File: src/rtl/fifo_pkg.sv
// Shared constants for the fifo_v2 block: read-mode selectors and count width helper.
// Latency: n/a (compile-time only).
// Backpressure: n/a.
package fifo_pkg;

   // Read-mode selectors for the FWFT parameter.
   localparam int FWFT_OFF = 0;   // registered read, data one cycle after the accepting edge
   localparam int FWFT_ON  = 1;   // head word visible combinationally

   // Count must represent 0..DEPTH inclusive, hence one bit more than the address.
   function automatic int cnt_w(input int depth);
      return $clog2(depth) + 1;
   endfunction

endpackage

File: src/rtl/fifo_ram.sv
// DEPTH x WIDTH simple-dual-port storage for fifo_v2; no reset on the array.
// Latency: write lands on the clock edge; read port is asynchronous (zero cycles).
// Backpressure: none; the caller only asserts we for accepted writes.
// Ports: clk, we/waddr/wdata (write port), raddr/rdata (read port).
module fifo_ram #(
   parameter int WIDTH = 16,
   parameter int DEPTH = 128,
   parameter int AW    = $clog2(DEPTH)
) (
   input  logic             clk,
   input  logic             we,
   input  logic [AW-1:0]    waddr,
   input  logic [WIDTH-1:0] wdata,
   input  logic [AW-1:0]    raddr,
   output logic [WIDTH-1:0] rdata
);

   logic [WIDTH-1:0] mem [DEPTH];

   always_ff @(posedge clk) begin
      if (we) begin
         mem[waddr] <= wdata;
      end
   end

   assign rdata = mem[raddr];

endmodule

File: src/rtl/fifo_v2.sv
// Synchronous single-clock FIFO with status flags, sticky error flags and selectable FWFT read.
// Latency: FWFT=0 data_out one cycle after the read edge; FWFT=1 head visible the cycle after the write edge.
// Backpressure: writes dropped when full (unless a read frees a slot that cycle); reads ignored when empty.
// Ports: clk, rst (sync, active-low), we/re/clear requests, data_in/data_out,
//        full/empty/almost_full/almost_empty/count status, overflow/underflow sticky errors.
module fifo_v2
   import fifo_pkg::*;
#(
   parameter int WIDTH     = 16,
   parameter int DEPTH     = 128,
   parameter int FWFT      = 0,
   parameter int AFULL_TH  = DEPTH - 4,
   parameter int AEMPTY_TH = 4
) (
   input  logic                     clk,
   input  logic                     rst,
   input  logic                     we,
   input  logic                     re,
   input  logic                     clear,
   input  logic [WIDTH-1:0]         data_in,
   output logic [WIDTH-1:0]         data_out,
   output logic                     full,
   output logic                     empty,
   output logic                     almost_full,
   output logic                     almost_empty,
   output logic [cnt_w(DEPTH)-1:0]  count,
   output logic                     overflow,
   output logic                     underflow
);

   localparam int AW = $clog2(DEPTH);
   localparam int CW = cnt_w(DEPTH);

   localparam logic [CW-1:0] DEPTH_C  = CW'(DEPTH);
   localparam logic [CW-1:0] AFULL_C  = CW'(AFULL_TH);
   localparam logic [CW-1:0] AEMPTY_C = CW'(AEMPTY_TH);

   // Elaboration-time legality checks.
   if (DEPTH < 2 || (DEPTH & (DEPTH - 1)) != 0) begin : g_bad_depth
      $error("fifo_v2: DEPTH must be a power of two >= 2");
   end
   if (AFULL_TH < 1 || AFULL_TH > DEPTH - 1) begin : g_bad_afull
      $error("fifo_v2: AFULL_TH out of range 1..DEPTH-1");
   end
   if (AEMPTY_TH < 1 || AEMPTY_TH > DEPTH - 1) begin : g_bad_aempty
      $error("fifo_v2: AEMPTY_TH out of range 1..DEPTH-1");
   end
   if (WIDTH < 1) begin : g_bad_width
      $error("fifo_v2: WIDTH must be >= 1");
   end
   if (FWFT != FWFT_OFF && FWFT != FWFT_ON) begin : g_bad_fwft
      $error("fifo_v2: FWFT must be 0 or 1");
   end

   logic [AW-1:0]    rd_ptr;
   logic [AW-1:0]    wr_ptr;
   logic [CW-1:0]    count_q;
   logic             overflow_q;
   logic             underflow_q;
   logic             rd_ok;
   logic             wr_ok;
   logic [WIDTH-1:0] ram_rdata;

   assign full         = (count_q == DEPTH_C);
   assign empty        = (count_q == '0);
   assign almost_full  = (count_q >= AFULL_C);
   assign almost_empty = (count_q <= AEMPTY_C);
   assign count        = count_q;
   assign overflow     = overflow_q;
   assign underflow    = underflow_q;

   // A read never rides on a same-cycle write into an empty FIFO; a write
   // into a full FIFO is only legal because a read frees a slot.
   assign rd_ok = re && !empty && !clear;
   assign wr_ok = we && !clear && (!full || rd_ok);

   always_ff @(posedge clk) begin
      if (!rst) begin
         rd_ptr      <= '0;
         wr_ptr      <= '0;
         count_q     <= '0;
         overflow_q  <= 1'b0;
         underflow_q <= 1'b0;
      end else if (clear) begin
         rd_ptr      <= '0;
         wr_ptr      <= '0;
         count_q     <= '0;
         overflow_q  <= 1'b0;
         underflow_q <= 1'b0;
      end else begin
         // Pointers wrap naturally because DEPTH is a power of two.
         if (wr_ok) wr_ptr <= wr_ptr + 1'b1;
         if (rd_ok) rd_ptr <= rd_ptr + 1'b1;
         count_q <= count_q + CW'(wr_ok) - CW'(rd_ok);
         if (we && !wr_ok) overflow_q  <= 1'b1;
         if (re && empty)  underflow_q <= 1'b1;
      end
   end

   fifo_ram #(
      .WIDTH (WIDTH),
      .DEPTH (DEPTH),
      .AW    (AW)
   ) u_ram (
      .clk   (clk),
      .we    (wr_ok),
      .waddr (wr_ptr),
      .wdata (data_in),
      .raddr (rd_ptr),
      .rdata (ram_rdata)
   );

   if (FWFT == FWFT_ON) begin : g_fwft
      assign data_out = empty ? '0 : ram_rdata;
   end else begin : g_std
      logic [WIDTH-1:0] dout_q;

      // Held across clear; only reset or an accepted read changes it.
      always_ff @(posedge clk) begin
         if (!rst) begin
            dout_q <= '0;
         end else if (rd_ok) begin
            dout_q <= ram_rdata;
         end
      end

      assign data_out = dout_q;
   end

endmodule

File: config.mk
export PLATFORM = sky130hd
export DESIGN_NAME = fifo_v2
export DESIGN_NICKNAME = d
export VERILOG_FILES = /design/src/rtl/fifo_pkg.sv /design/src/rtl/fifo_ram.sv /design/src/rtl/fifo_v2.sv
export SDC_FILE = /design/constraint.sdc
export NUM_CORES = 2
export LEC_CHECK = 0
export ABC_AREA = 1
export ABC_CLOCK_PERIOD_IN_PS = 3500
export CORE_ASPECT_RATIO = 2
export CORE_MARGIN = 2
export CORE_UTILIZATION = 55
export DETAILED_ROUTE_END_ITERATION = 16
export HOLD_SLACK_MARGIN = 0.02
export PLACE_DENSITY = 0.7
export SLEW_MARGIN = 30
export SYNTH_ARGS = -nofsm -noshare
export SYNTH_HDL_FRONTEND = slang
export SYNTH_SLANG_ARGS = --single-unit
File: constraint.sdc
create_clock -name clk -period 3.5 [get_ports clk]
set_clock_uncertainty 0.2 [all_clocks]
set_input_delay 0.7 -clock clk [delete_from_list [all_inputs] [get_ports clk]]
set_output_delay 0.7 -clock clk [all_outputs]
set_load 0.005 [all_outputs]
After elaboration in Yosys (flattened, before gate mapping). Memories as Yosys holds them, arrays and structs flattened. A register that Yosys moved wholly into a read port is not among the register bits. Cells that the tools add are included.

Bits in registers: 24. Bits in writable memories: 2048. Input bits: 21. Output and inout bits: 30. Logic and storage cells: 30. Memories: 1.

Memory list: u_ram.mem (words 128, width 16, read ports 1, clocked after Yosys merged registers in 1, write ports 1, line fifo_ram.sv:18) `logic [WIDTH-1:0] mem [DEPTH];`.

Add/subtract/negate cells: 4. Magnitude comparators: 2. Equal/unequal tests: 1. Multiplexer cells: 2. Bitwise gates (word level): 1. Reduce and logical (&&, ||, !) cells: 14.

Operators with widths (count): adder 7 x 1 -> 7 bit, second input constant (2); adder 8 x 1 -> 8 bit (1); == test 8 bit, second input constant (1); greater-or-equal comparator 8 x 7 -> 1 bit, second input constant (1); <= comparator 8 x 3 -> 1 bit, second input constant (1); zero test 8 bit (1); subtractor 8 x 1 -> 8 bit (1); logical AND 1 bit (6); zero test 1 bit (5); 2-to-1 mux 1 bit (2); OR reduction 2 bit (1); logical OR 1 bit (1); inverter 1 bit (1).

Depth between registers and ports, before layout.
Depth in word-level cells: 8. Gate-level depth with buffers: 23. Gate-level depth less buffers: 23.

By module. A second synthesis with hierarchy kept.

Cells, all modules: 7066. Area, all modules: 84608.6 um2.

By module, submodules not included: fifo_ram (times used 1, cells each 6777, area each 82507.9 um2, sequential area each 61499.0 um2); fifo_v2 (times used 1, cells each 289, area each 2100.8 um2, sequential area each 800.8 um2).

Worst setup path before layout. Ideal clock, no wire load.

Path type: register to register. Start point: reg count_q[4], in the netlist count[4]. End point: mem u_ram.mem[63][0] (enable). Library setup time: 0.409 ns. Arrival time: 2.637 ns. Data required time: 2.891 ns. Setup slack: 0.254 ns. Cell stages (with the launch flop): 12. Path buffers: 0. Clock period less this slack: 3.246 ns. Cell sequence: dfxtp_1 inv_1 ha_1 nand2_1 inv_1 nand3_1 nand2_1 nand2_1 nand3_1 inv_1 nand3_1 nor3_1.

Longest elaborated chain between the ends: 8. Elaborated cells on any way between the ends: 10. Classes of those cells: eq/ne (1); mux (2); reduce/logical (7).

RTL lines: from (decl) (line fifo_v2.sv:57) `logic [CW-1:0] count_q;`; from (signal assigned) (line fifo_v2.sv:94) `count_q <= count_q + CW'(wr_ok) - CW'(rd_ok);`; zero test 8 bit (line fifo_v2.sv:65) `assign empty = (count_q == '0);`; zero test 1 bit (line fifo_v2.sv:74) `assign rd_ok = re && !empty && !clear;`; logical AND 1 bit (2 in series) (line fifo_v2.sv:74); logical OR 1 bit * (line fifo_v2.sv:75) `assign wr_ok = we && !clear && (!full || rd_ok);`; logical AND 1 bit * (line fifo_v2.sv:75); 2-to-1 mux 1 bit * (line fifo_ram.sv:21) `if (we) begin`; 2-to-1 mux 1 bit (implied by the code) * (line fifo_ram.sv:22) `mem[waddr] <= wdata;`; to (decl) (line fifo_ram.sv:18).

Mark *: on every way between the ends. The rest lies on a longest branch, timed or not.

==> key figures <==
GRT
  – Vias in the first global route: 58.1k
  – Initial antenna violation count: 7
  – First-pass GRT wire length: 372 mm
  – Overflow after GRT: 0
  – Pin count of the biggest net entering global routing: 132
  – GRT Util Overall: 31.6%

Clock tree
  – Root Driver: clkbuf_16
  – Worst-path clk slew: 0.07 ns
  – CTS resizes: 0
  – H-tree levels: 4
  – TritonCTS clock tree: built
  – Setup Fix Bufs, Post-CTS: 0
  – Clock sink total: 2088
  – Later-pin clock latency in the skew report: 0.82 ns
  – CTS buffer count: 181
  – Hold_buf cts: 0
  – CTS max path bufs: 4

Placed design
  – HPWL after DPL: 163 mm
  – GP Congestion: 0.941
  – PortBufs: 50

Synthesis
  – Register area share after synthesis: 71.7%
  – Cells after Synth: 7941
  – Ys Warns: 0
  – Syn Nets: 7981
  – Synth Area per Inst: 10.9 um^2
  – Synth Register Bits: 2088
  – Synthesized cell area: 86900 um^2
  – Adder-Cell Fraction of Synth Area: 0.282%
  – Share of the synthesized area in the top cell type: 70.7%
  – Post-synthesis simple-gate area fraction: 18.5%
  – Largest family of logic cells by synthesized area: simple AND/OR/NAND/NOR gates
  – Synth unique cells: 31
  – Area leader, netlist: edfxtp_1
  – Multiplexer area fraction after synthesis: 0%
  – Synth top area cells: edfxtp_1 (71%), nand2_1 (9.7%), nor2_1 (4.5%)
  – Compound-Gate Fraction of Synth Area: 4.50%
  – XOR/XNOR Fraction of Synth Area: 0%

Run status
  – Status: finished, final reports clean

Power and ir drop
  – P per Cell Area: 559 nW/um^2
  – Leak: 37.4 nW
  – IR Drop Worst-Case VDD: 323 uV

Setup path
  – Worst path arrival time: 3.88 ns
  – FF-to-FF setup slack: 0.13 ns
  – Kind of critical path: register to register
  – Reg2Reg Depth: 12
  – Critical Path RT: 4.01 ns
  – Reg-to-reg endpoint: data_out[1]
  – Critical Path Start Type: register
  – CP startpoint: rd_ptr[0]
  – CP Max Fanout: 84
  – Crit end category: register
  – Reg-to-reg startpoint: rd_ptr[0]

Job
  – Max-cap violations: 0

Hold path
  – Min-delay src: data_in[15]
  – Worst hold-check path type: input port to register
  – Hold Path End: u_ram.mem[83][15]
  – Hold Path Depth: 1

Timing
  – Finish-stage setup viols: 0
  – Rel. slew slack: 30.5%
  – RSZ-0062 raised after global routing: no
  – Fin crit period: 3.37 ns
  – Final period util: 96.3%
  – Setup TNS: 0 ns
  – Final hold viol count: 0
  – Hold WS: 0.156 ns
  – Fin. max-slew vios: 0
  – Slew @ Worst Pin: 1.04 ns
  – Max Fclk: 0.297 GHz

Die
  – Die ar.: 161000 um^2
  – Die width: 285 um
  – Core Rows: 206
  – Initial core utilization: 55.3%
  – Die H: 566 um
  – Core area: 157000 um^2
  – Num ports: 51

Detailed routing
  – First drt pass iteration count: 6
  – Final wirelength: 258 mm
  – DRT iter0 DRCs: 6475
  – WL/cell: 24.9 um
  – Vias per cell: 5.77
  – Drt drc: 0
  – Routed vias: 59.7k
  – Antenna-violating nets left: 0

Final layout
  – Commonest non-fill, non-tap cell in the layout: nand2_1
  – Nets@finish: 8165
  – Layout area overhead: 13.1%
  – Most frequent cells in the layout: nand2_1 (2240), edfxtp_1 (2048), nor2_1 (1042), nand3_1 (719), inv_1 (618)
  – Share of cells above drive strength 1: 8.26%
-- metrics by stage --
stage	setup WS, ns	std cells	util (%)	instance area [um^2]	total power, W
final	0.130	10300	62.6	98400	0.0550
after global routing	0.0887	10300	62.6	98400	0.0566
after CTS	0.198	10300	62.6	98400	0.0550
after detailed placement	0.0574	10000	58.9	92600	0.0355
after global placement	-0.0789	10000	58.9	92600	0.0354
after floorplan	0.254	7941	-	86900	0.0323
-- worst max path at each step --
stage,end
6_report,data_out[1]
3_3_place_gp,count[6]
5_1_grt,count[6]
4_1_cts,empty
2_1_floorplan,u_ram.mem[63][0]
3_5_place_dp,count[6]
-- registers in the layout (all words and copies together), names as in the netlist --
signal     count
u_ram.mem   2048
underflow      1
count          8
wr_ptr         7
rd_ptr         7
data_out      16
overflow       1
-- cell type report --
cell class	count	area, um^2
Tap cell	2080	2600
Timing Repair Buffer	441	5060
Sequential cell	2088	62300
Antenna cell	4	10.0
Clock buffer	221	4810
Clock inverter	97	930
Inverter	626	2380
Fill cell	12100	58900
Multi-Input combinational cell	4787	20300
-- cells by family after synthesis --
group | after synthesis
AOI/OAI and AO/OA | 739
adders and majority gates | 19
buffers and inverters | 1066
DFF | 2088
and+or+nand+nor | 4029
-- critical path, cell delays in order, from the launching register on --
cell     delay (ns)
dfxtp_4        0.64
inv_16         0.22
buf_4          0.31
buf_4          0.17
nand2_1        0.08
nand3_1        0.07
and3_1         0.24
nor2_1         0.46
nand2_1        0.27
nand3_1        0.14
nand3_1        0.16
nand2_1        0.11
a21oi_1        0.06
-- routing by layer --
layer / global-route usage [%] / vias up / part of all wire [%]
li1: - / 27000 / -
met1: 34.9 / 29100 / 33
met2: 55.4 / 2796 / 51
met3: 3.71 / 743 / 7.1
met4: 24.6 / 0 / 9.0
met5: 0 / - / 0
-- cells in the mapped netlist (all sizes together) --
cell and number:
nand2 2240, edfxtp 2048, nor2 1045, nand3 719, inv 624, o21ai 525, buf 248, clkbuf 192
a21oi 129, o211ai 77, dfxtp 40, ha 18, nor3 8, and3 6, nand4 6, or2 4
a31oi 3, a211oi 2, clkinv 2, a32o 1, fa 1, nor4 1, o21bai 1, o311ai 1
-- report_power, final --
group,switching (W),internal [W],total [W],leakage (nW)
sequential,0.000142,0.0275,0.0277,18.7
clock,0.00887,0.0110,0.0199,2.82
combinational,0.00520,0.00218,0.00738,15.8
total,0.0142,0.0407,0.0550,37.4
(Power assumes the default switching activity.)
